$ cat config.mk
export PLATFORM = sky130hd
export DESIGN_NAME = serial_pattern_ctrl
export DESIGN_NICKNAME = d
export VERILOG_FILES = /design/src/rtl/serial_pattern_ctrl.sv
export SDC_FILE = /design/constraint.sdc
export NUM_CORES = 1
export LEC_CHECK = 0
export CAP_MARGIN = 10
export CORE_UTILIZATION = 45
export CTS_CLUSTER_DIAMETER = 50
export CTS_CLUSTER_SIZE = 20
export DETAILED_ROUTE_END_ITERATION = 7
export PLACE_DENSITY_LB_ADDON = 0.15
export RECOVER_POWER = 50
export SLEW_MARGIN = 20
export SYNTH_ARGS = -nofsm -noshare
export SYNTH_HDL_FRONTEND = slang
export SYNTH_SLANG_ARGS = --single-unit
$ cat constraint.sdc
create_clock -name clk -period 2.7 [get_ports clk]
set_input_delay 0.54 -clock clk [delete_from_list [all_inputs] [get_ports clk]]
set_output_delay 0.54 -clock clk [all_outputs]
set_load 0.01 [all_outputs]
$ cat src/rtl/serial_pattern_ctrl.sv
// serial_pattern_ctrl: accepts parallel words on a valid/ready port and
// serialises them MSB-first, one bit per cycle. It runs a programmable
// 1..8 bit pattern detector (overlapping or not) over that stream, keeps a
// saturating match count and raises a sticky threshold interrupt.
module serial_pattern_ctrl #(
  parameter int W     = 8,
  parameter int CNT_W = 16
) (
  input  logic             clk,
  input  logic             reset,
  input  logic             clear,
  input  logic             cfg_en,
  input  logic [7:0]       cfg_pattern,
  input  logic [2:0]       cfg_len,
  input  logic             cfg_overlap,
  input  logic [CNT_W-1:0] cfg_thresh,
  input  logic             s_valid,
  output logic             s_ready,
  input  logic [W-1:0]     s_data,
  output logic             ser_bit,
  output logic             ser_valid,
  output logic             match,
  output logic [CNT_W-1:0] match_count,
  output logic             irq,
  output logic             busy
);

  localparam int BCW = (W > 2) ? $clog2(W) : 1;
  localparam logic [BCW-1:0] LAST_IDX = BCW'(W - 1);

  typedef enum logic {
    IDLE  = 1'b0,
    SHIFT = 1'b1
  } state_t;

  // Serialiser state
  state_t         state_q;
  logic [W-1:0]   shreg_q;
  logic [BCW-1:0] bit_cnt_q;

  // Configuration captured when a word is accepted
  logic [7:0]     pat_q;
  logic [2:0]     len_q;
  logic           ovl_q;

  // Detector state
  logic [7:0]       hist_q;
  logic [3:0]       fill_q;
  logic             match_q;
  logic [CNT_W-1:0] match_count_q;
  logic             irq_q;

  // Combinational helpers
  logic             last_bit;
  logic             accept;
  logic             shifting;
  logic             cur_bit;
  logic [7:0]       hist_d;
  logic [7:0]       len_mask;
  logic             fill_ok;
  logic             hit;
  logic [3:0]       fill_inc;
  logic [CNT_W-1:0] count_inc;

  assign shifting = (state_q == SHIFT);
  assign last_bit = shifting && (bit_cnt_q == LAST_IDX);
  assign cur_bit  = shifting & shreg_q[W-1];

  // Reset is folded in so that s_ready reads 0 for the whole reset interval
  // and no word can be taken while the block is held in reset.
  assign s_ready  = !reset && cfg_en && (!shifting || last_bit);
  assign accept   = s_valid && s_ready;

  // Only the low len bits of history/pattern take part in the compare.
  for (genvar gi = 0; gi < 8; gi++) begin : g_mask
    assign len_mask[gi] = (3'(gi) <= len_q);
  end

  // History as it will look once the current bit has been shifted in.
  assign hist_d    = {hist_q[6:0], cur_bit};
  // fill+1 >= len+1 reduces to fill >= len_q.
  assign fill_ok   = (fill_q >= {1'b0, len_q});
  assign hit       = shifting && fill_ok && (((hist_d ^ pat_q) & len_mask) == 8'h00);
  assign fill_inc  = (fill_q == 4'd8) ? 4'd8 : fill_q + 4'd1;
  assign count_inc = (match_count_q == {CNT_W{1'b1}}) ? match_count_q
                                                      : match_count_q + CNT_W'(1);

  // Serialiser FSM: loads accepted words, shifts MSB-first, reloads on the
  // last bit for a gapless stream when another word is offered.
  always_ff @(posedge clk or posedge reset) begin
    if (reset) begin
      state_q   <= IDLE;
      shreg_q   <= '0;
      bit_cnt_q <= '0;
      pat_q     <= '0;
      len_q     <= '0;
      ovl_q     <= 1'b0;
    end else begin
      case (state_q)
        IDLE: begin
          if (accept) begin
            shreg_q   <= s_data;
            bit_cnt_q <= '0;
            pat_q     <= cfg_pattern;
            len_q     <= cfg_len;
            ovl_q     <= cfg_overlap;
            state_q   <= SHIFT;
          end
        end
        SHIFT: begin
          if (last_bit) begin
            if (accept) begin
              shreg_q   <= s_data;
              bit_cnt_q <= '0;
              pat_q     <= cfg_pattern;
              len_q     <= cfg_len;
              ovl_q     <= cfg_overlap;
            end else begin
              shreg_q   <= '0;
              bit_cnt_q <= '0;
              state_q   <= IDLE;
            end
          end else begin
            shreg_q   <= {shreg_q[W-2:0], 1'b0};
            bit_cnt_q <= bit_cnt_q + BCW'(1);
          end
        end
        default: state_q <= IDLE;
      endcase
    end
  end

  // Detector: history/fill update per serial bit, match pulse, saturating
  // count and sticky irq. clear overrides everything including a hit.
  always_ff @(posedge clk or posedge reset) begin
    if (reset) begin
      hist_q        <= '0;
      fill_q        <= '0;
      match_q       <= 1'b0;
      match_count_q <= '0;
      irq_q         <= 1'b0;
    end else if (clear) begin
      hist_q        <= '0;
      fill_q        <= '0;
      match_q       <= 1'b0;
      match_count_q <= '0;
      irq_q         <= 1'b0;
    end else begin
      match_q <= hit;
      if (shifting) begin
        hist_q <= hist_d;
        fill_q <= (hit && !ovl_q) ? 4'd0 : fill_inc;
      end
      if (hit) begin
        match_count_q <= count_inc;
        if ((cfg_thresh != '0) && (count_inc == cfg_thresh)) begin
          irq_q <= 1'b1;
        end
      end
    end
  end

  assign ser_bit     = cur_bit;
  assign ser_valid   = shifting;
  assign busy        = shifting;
  assign match       = match_q;
  assign match_count = match_count_q;
  assign irq         = irq_q;

endmodule

==> run metrics, run 1 <==
CP endpoint irq; #FFs+latches synth 53; max_slew headroom 0.1465; critical path startpoint match_count[0]; post-route cell area 0.004101 mm²; share of layout cells above drive strength 1 0.1093; RSZ-0062 raised after global routing no; Synth top area share 0.4168; DRC viols 0; status finished, final reports clean; Net Sw Frac 0.3538; fraction of registers with async set/reset 1.000; ANT cells 0; Die Width 86.09 µm; FMAX 390.3 MHz; Core Rows 30; Congestion Overflow GR 0; critical path type reg -> reg; Post-Route WL 7466 µm; CTS max path bufs 2; hold depth 2; antenna viol nets, final 0; worst slew pin tran 1.280 ns; Worst setup EP type flip-flop; setup TNS 0 ns; Syn Nets 396; largest net degree at the start of global routing 54; Final Hold Fails 0; die area 0.007411 mm²; Psw 0.0009224 W; clock network fraction of total power 0.204; Synth Warn # 0; Tcrit/Tclk final 0.9489; final net count 470; Startpoint Class flip-flop; Via-to-Cell Ratio 5.302; sequential power share 0.439; Tmin final 2.562 ns; leading area contributor after synthesis dfrtp_1; Max Clock Skew 0.01369 ns; io pins 63; setup bufs post-CTS 0; gr usage total 0.2189; Vias 2,741; PortBufs 62; most frequent cells in the layout 56 x clkdlybuf4s50_1, 52 x dfrtp_1, 50 x nand2_1; RR Endpoint irq; Critical Path RT 2.94 ns; reg2reg setup slack 0.14 ns; die height 86.09 µm; initial core utilization 0.4683; first-pass GRT wire length 12,790 µm; critical path peak fanout 9; initial antenna violation count 0; RR Startpoint match_count[0]; CORE AREA 0.006794 mm²; Critical Path AT 2.80 ns; top cells by area, synth dfrtp_1 42%, xnor2_1 6.3%, nand2_1 5.9%; pwr dens 635.7 mW/mm²; commonest non-fill, non-tap cell in the layout clkdlybuf4s50_1; Comb pwr share 0.357; CTS H-tree depth 2; Synth Cell Area 0.003182 mm²; DR pass1 iterations 4; clk root buf clkbuf_8; Leak 1.811 nW; CTS clk-pin slew, worst paths 0.10 ns; clock buffer count from CTS 5; Hold Crit Class reg -> reg; worst ir drop on vdd 359.2 µV; post-DP HPWL 5662 µm; Max Slew Vio Count 0; Post-synth EDFFs 0; Post-Synthesis Cells 347; worst r2r path cells 8; synth unique cells 54; Synth Flop Type dfrtp_1; Mean Syn Cell Area 9.169 µm²; Max Cap Violations 0; Post-Place Cell Area 0.003995 mm²; clock sink count 53; final setup violation count 0; routed length per instance 14.44 µm; placer congestion estimate 0.9096; register area share after synthesis 0.4168; Layout area overhead 28.90%; worst-skew pair later-pin latency 0.31 ns; number of global-route vias before repair 2,691; CTS tree yes; Pint 0.001685 W; DRT iter0 DRCs 237
through the flow:
stage                     total power [W]  utilization  worst slack [ns]  hold slack, ns  std cells
after floorplan                  0.001779            -           0.01882          0.4551        347
after global placement           0.002071       0.5880            0.1086          0.4744        510
after detailed placement         0.002101       0.5880           0.06239          0.4796        510
after CTS                        0.002634       0.6033           0.05306          0.5053        517
after global routing             0.002798       0.6037           0.02188          0.5311        517
final                            0.002607       0.6037            0.1378          0.5057        517
Yosys cell counts (3+ instances only):
cell	count
dfrtp_1	53
nand2_1	50
nor2_1	43
xnor2_1	23
xor2_1	19
inv_1	15
nor4_1	11
clkbuf_1	10
o21ai_0	10
mux2i_1	9
ha_1	8
nand3_1	8
a222oi_1	7
nand4_1	7
a21oi_1	6
nor3_1	5
o211ai_1	5
a311oi_1	3
a31oi_1	3
and3_1	3
buf_4	3
clkbuf_8	3
cell families after synthesis:
family / synth area share
AO/OA/AOI/OAI: 0.1148
multiplexers: 0.02831
XOR/XNOR: 0.1156
buffers and inverters: 0.05938
adder cells (fa/ha/maj): 0.03146
AND/OR/NAND/NOR: 0.2336
flip-flops: 0.4168
worst max-delay path: stages, from the launching register on:
cell	delay (ns)
dfrtp_1	0.40
ha_4	0.15
nand3_2	0.11
or4_4	0.52
o21ai_0	0.19
o221ai_1	0.12
or4_1	0.39
or4_1	0.49
o22ai_2	0.13
flip-flops by register name, summed over array words and instances (netlist names):
register     count
hist_q           7
match            1
pat_q            8
fill_q           4
len_q            3
match_count     16
irq              1
shreg_q          8
busy             1
bit_cnt_q        3
ovl_q            1
power by group through the flow:
stage / Sequential (W) / Clock (W) / Combinational (W)
floorplan: 0.00112 / 0 / 0.000658
global placement: 0.00115 / 0 / 0.000919
finish: 0.00114 / 0.000532 / 0.000931
detailed placement: 0.00116 / 0 / 0.000939
CTS: 0.00115 / 0.000544 / 0.000944
global route: 0.00117 / 0.000572 / 0.00106
metal layers:
metal,wire length [µm],vias to the layer above,GRT usage
met5,0,-,0
met4,91,0,0.06970
met3,430,8,0.03561
met2,3391,83,0.3355
met1,3554,1288,0.3165
li1,-,1362,-
how the worst min path moves through the flow:
stage / start / end / slack (ns)
after floorplan: shreg_q[1] / shreg_q[1] / 0.46
after global placement: shreg_q[5] / shreg_q[5] / 0.47
after detailed placement: shreg_q[2] / shreg_q[2] / 0.48
after CTS: bit_cnt_q[0] / bit_cnt_q[0] / 0.51
after global routing: shreg_q[4] / shreg_q[4] / 0.53
final: shreg_q[5] / shreg_q[5] / 0.51
what timing repair did:
action | CTS | global route
gates resized for setup | 0 | 0
hold buffers | 0 | 0
setup endpoints to repair | 0 | 1
final cells by class:
type	count	area, µm²
fill	613	2693
clock buffer	5	68.82
sequential	53	1328
tap	96	120.1
inverter	15	60.06
timing repair buffer	87	805.8
clock inverter	2	35.03
multi-input combinational	259	1684
Note: power is estimated with default switching activity, not from simulation.
==> run 2, diff against run 1 <==
--- a/config.mk
+++ b/config.mk
@@ -11,7 +11,6 @@
 export CTS_CLUSTER_SIZE = 20
 export DETAILED_ROUTE_END_ITERATION = 7
 export PLACE_DENSITY_LB_ADDON = 0.15
-export RECOVER_POWER = 50
 export SLEW_MARGIN = 20
 export SYNTH_ARGS = -nofsm -noshare
 export SYNTH_HDL_FRONTEND = slang
==> run metrics, run 2 (synthesis results as in run 1) <==
status finished, final reports clean; clock buffer count from CTS 5; Core Rows 30; gr usage total 0.2189; max reg flops 16; max_slew headroom 0.5570; DRT iter0 DRCs 237; Multi-input gate area 0.001684 mm²; RR Startpoint match_count[0]; final worst slack 0.1378 ns; FMAX 390.3 MHz; CP max-delay cell or4_4; Congestion Overflow GR 0; DR pass1 iterations 4; clock sink count 53; Tcrit/Tclk final 0.9490; Hold Crit Class reg -> reg; CTS max path bufs 2; Leak 1.804 nW; Worst path top cell family by delay simple AND/OR/NAND/NOR gates; initial antenna violation count 0; final net count 470; most frequent cells in the layout 62 x clkdlybuf4s50_1, 52 x dfrtp_1, 50 x nand2_1; number of global-route vias before repair 2,691; Final Hold Fails 0; post-route insts no fill 517; setup bufs post-CTS 0; Critical Path RT 2.94 ns; hold path startpoint shreg_q[5]; post-DP HPWL 5662 µm; Worst setup EP type flip-flop; reg2reg setup slack 0.14 ns; DRC viols 0; critical path peak fanout 9; Inst Count DP 510; routed length per instance 14.45 µm; Layout area overhead 28.98%; PortBufs 62; initial core utilization 0.4683; Max Slew Vio Count 0; placer congestion estimate 0.9096; worst r2r path cells 8; largest net degree at the start of global routing 54; Critical Path, Cell by Cell ha_4 -> nand3_2 -> or4_4 -> o21ai_0 -> o221ai_1 -> or4_1 -> or4_1 -> o22ai_2; Hold Worst Slack 0.5057 ns; Setup WS pre-CTS 0.06239 ns; RSZ-0062 raised after global routing no; Via-to-Cell Ratio 5.298; ANT cells 0; final setup violation count 0; clk root buf clkbuf_8; Critical Path AT 2.80 ns; io pins 63; Gates resized, CTS repair 0; Tmin final 2.562 ns; Die Width 86.09 µm; first-pass GRT wire length 12,790 µm; CTS H-tree depth 2; global route hottest layer met2; pwr dens 637.4 mW/mm²; hold buffer count at cts 0; commonest non-fill, non-tap cell in the layout clkdlybuf4s50_1; met1 Use GR 0.3165; critical path's largest stage delay 0.52 ns; share of layout cells above drive strength 1 0.1093; RR Endpoint irq; Buf/Inv on CP 0; Filler cells 612; Total Power 0.002616 W; die height 86.09 µm; die area 0.007411 mm²; worst-skew pair later-pin latency 0.31 ns; Startpoint Class flip-flop; CORE AREA 0.006794 mm²; Worst Hold Endpoint shreg_q[5]; CTS tree yes; critical path type reg -> reg; GR Util met2 0.3355; worst ir drop on vdd 359.3 µV; setup TNS 0 ns; Max Clock Skew 0.01358 ns; cell mode on critical path or4_1; CTS clk-pin slew, worst paths 0.10 ns; Vias 2,739; met3 Resource Use GR 0.03561; worst slew pin tran 0.6584 ns; hold depth 2; Max Cap Violations 0; Storage cell area 0.001328 mm²; Post-Route WL 7469 µm; antenna viol nets, final 0
-- run 2: cell types whose count changed in the layout (fill, tap and decap cells not counted), sizes merged --
cell	delta
clkbuf	-1
dlygate4sd3	-6
buf	+1
clkdlybuf4s50	+6
-- run 2: final cells by class --
| type | instances | area share |
|---|---|---|
| Clock buffer | 5 | 0.01677 |
| Clock inverter | 2 | 0.008537 |
| Inverter | 15 | 0.01463 |
| Multi-Input combinational cell | 259 | 0.4104 |
| Sequential cell | 53 | 0.3235 |
| Tap cell | 96 | 0.02927 |
| Timing Repair Buffer | 87 | 0.1970 |
-- run 2: power breakdown --
group	switching (W)	leakage [nW]	internal (W)
Sequential	0.000159	0.706	0.000986
Combinational	0.000502	1.04	0.000437
Clock	0.000262	0.0540	0.000270
Total	0.000923	1.80	0.00169
-- run 2: worst max-delay path by stage --
| stage | start | to | cells past startpoint |
|---|---|---|---|
| after floorplan | match_count[1] | irq | 9 |
| after global placement | cfg_thresh[6] | irq | 7 |
| final | match_count[0] | irq | 8 |
| after CTS | len_q[1] | match_count[2] | 9 |
| after detailed placement | cfg_thresh[6] | irq | 7 |
| after global routing | match_count[0] | irq | 8 |
-- run 2: through the flow --
step,cell area (µm²),util
3_5_place_dp,3995,0.5880
5_1_grt,4104,0.6041
3_3_place_gp,3995,0.5880
6_report,4104,0.6041
2_1_floorplan,3199,-
4_1_cts,4099,0.6033
-- run 2: worst reg2reg max path, delay by kind of cell, from the launching register on --
family | cells | cell delay, ns
AOI/OAI and AO/OA | 3 | 0.44
adders and majority gates | 1 | 0.16
DFF | 1 | 0.40
and+or+nand+nor | 4 | 1.51
-- run 2: per-layer routing --
metal / wire length (µm) / vias to the layer above
li1: - / 1361
met1: 3567 / 1287
met2: 3389 / 83
met3: 421 / 8
met4: 91 / 0
met5: 0 / -
==> run 3, diff against run 2 <==
--- a/config.mk
+++ b/config.mk
@@ -5,7 +5,7 @@
 export SDC_FILE = /design/constraint.sdc
 export NUM_CORES = 1
 export LEC_CHECK = 0
-export CAP_MARGIN = 10
+export CAP_MARGIN = 40
 export CORE_UTILIZATION = 45
 export CTS_CLUSTER_DIAMETER = 50
 export CTS_CLUSTER_SIZE = 20
==> run metrics, run 3 (synthesis results as in run 1) <==
DRC viols 0; final setup violation count 0; CTS max path bufs 2; Congestion Overflow GR 0; Post-Route WL 7581 µm; Critical Path RT 2.93 ns; Filler cells 628; max_slew headroom 0.5504; largest net degree at the start of global routing 54; commonest non-fill, non-tap cell in the layout clkdlybuf4s50_1; setup bufs post-CTS 0; Via-to-Cell Ratio 5.349; CP max-delay cell or4_4; CTS clk-pin slew, worst paths 0.10 ns; max reg flops 16; die area 0.007411 mm²; first-pass GRT wire length 12,700 µm; antenna viol nets, final 0; clock sink count 53; status finished, final reports clean; clock buffer count from CTS 5; RSZ-0062 raised after global routing no; CTS tree yes; post-DP HPWL 5732 µm; Core Rows 30; Critical Path AT 2.81 ns; Layout area overhead 29.49%; worst-skew pair later-pin latency 0.31 ns; Max Cap Violations 0; critical path type reg -> reg; DR pass1 iterations 5; CORE AREA 0.006794 mm²; Final Hold Fails 0; Startpoint Class flip-flop; gr usage total 0.2195; Worst setup EP type flip-flop; Leak 1.812 nW; final net count 471; clk root buf clkbuf_8; worst ir drop on vdd 359.8 µV; ANT cells 0; DRT iter0 DRCs 273; number of global-route vias before repair 2,683; Die Width 86.09 µm; cell mode on critical path or4_1; Gates resized, CTS repair 0; Tcrit/Tclk final 0.9542; io pins 63; hold buffer count at cts 0; Critical Path, Cell by Cell ha_4 -> nand3_2 -> or4_4 -> o21ai_0 -> o221ai_1 -> or4_1 -> or4_1 -> o22ai_2; post-route cell area 0.004120 mm²; PortBufs 62; FMAX 388.1 MHz; most frequent cells in the layout 62 x clkdlybuf4s50_1, 52 x dfrtp_1, 50 x nand2_1; Vias 2,776; Post-Place Cell Area 0.004000 mm²; worst slew pin tran 0.6682 ns; share of layout cells above drive strength 1 0.1111; routed length per instance 14.61 µm; initial antenna violation count 0; CTS H-tree depth 2; Max Slew Vio Count 0; die height 86.09 µm; Hold Crit Class reg -> reg; Tmin final 2.576 ns; setup TNS 0 ns; initial core utilization 0.4683; critical path's largest stage delay 0.52 ns; critical path peak fanout 9; pwr dens 646.1 mW/mm²; Max Clock Skew 0.01085 ns; placer congestion estimate 0.9096
## run 3: cell types whose count changed in the layout (fill, tap and decap cells not counted)
| cell | change |
|---|---|
| clkinvlp_4 | +1 |
| buf_2 | +1 |
| clkbuf_8 | +1 |
| nor3_1 | +1 |
| clkinv_2 | -1 |
| nor3_2 | -1 |
## run 3: where the power goes
part           leakage (nW)  internal [W]  switching (W)  total (W)
logic                  1.05      0.000439       0.000508   0.000947
clock network        0.0574      0.000302       0.000267   0.000569
registers             0.706      0.000986       0.000161    0.00115
## run 3: layout make-up
| class | instances | area [µm²] | share of cell area |
|---|---|---|---|
| Sequential cell | 53 | 1328 | 0.3222 |
| Clock inverter | 2 | 37.54 | 0.009110 |
| Tap cell | 96 | 120.1 | 0.02915 |
| Inverter | 15 | 60.06 | 0.01458 |
| Timing Repair Buffer | 88 | 813.3 | 0.1974 |
| Clock buffer | 6 | 82.58 | 0.02004 |
| Multi-Input combinational cell | 259 | 1679 | 0.4075 |
## run 3: metrics by stage
stage          total power (W)  hold slack, ns  setup WS [ns]  utilization  instances
2_1_floorplan         0.001779          0.4551        0.01882            -        347
4_1_cts               0.002679          0.5026        0.04062       0.6064        519
5_1_grt               0.002847          0.5315        0.01702       0.6064        519
3_3_place_gp          0.002071          0.4744         0.1086       0.5880        510
6_report              0.002662          0.5043         0.1237       0.6064        519
3_5_place_dp          0.002112          0.4791        0.04140       0.5888        511
## run 3: worst max-delay path: cells and delay by family, from the launching register on
kind                       cells  cell delay, ns
AOI/OAI and AO/OA              3            0.43
adders and majority gates      1            0.15
DFF                            1            0.40
and+or+nand+nor                4            1.51
## run 3: final timing paths
kind / from / end / slack [ns] / depth (start not counted)
max in group asynchronous: reset / match_count[1] / 1.43 / 3
min in group asynchronous: reset / shreg_q[0] / 0.77 / 3
min: shreg_q[2] / shreg_q[2] / 0.50 / 2
min reg2reg: shreg_q[2] / shreg_q[2] / 0.50 / 2
max reg2reg: match_count[0] / irq / 0.12 / 8
max: match_count[0] / irq / 0.12 / 8
## run 3: layer usage
layer	global-route usage	up-vias	part of all wire
li1	-	1363	-
met1	0.3114	1317	0.47
met2	0.3506	86	0.47
met3	0.03465	10	0.054
met4	0.05606	0	0.0091
met5	0	-	0
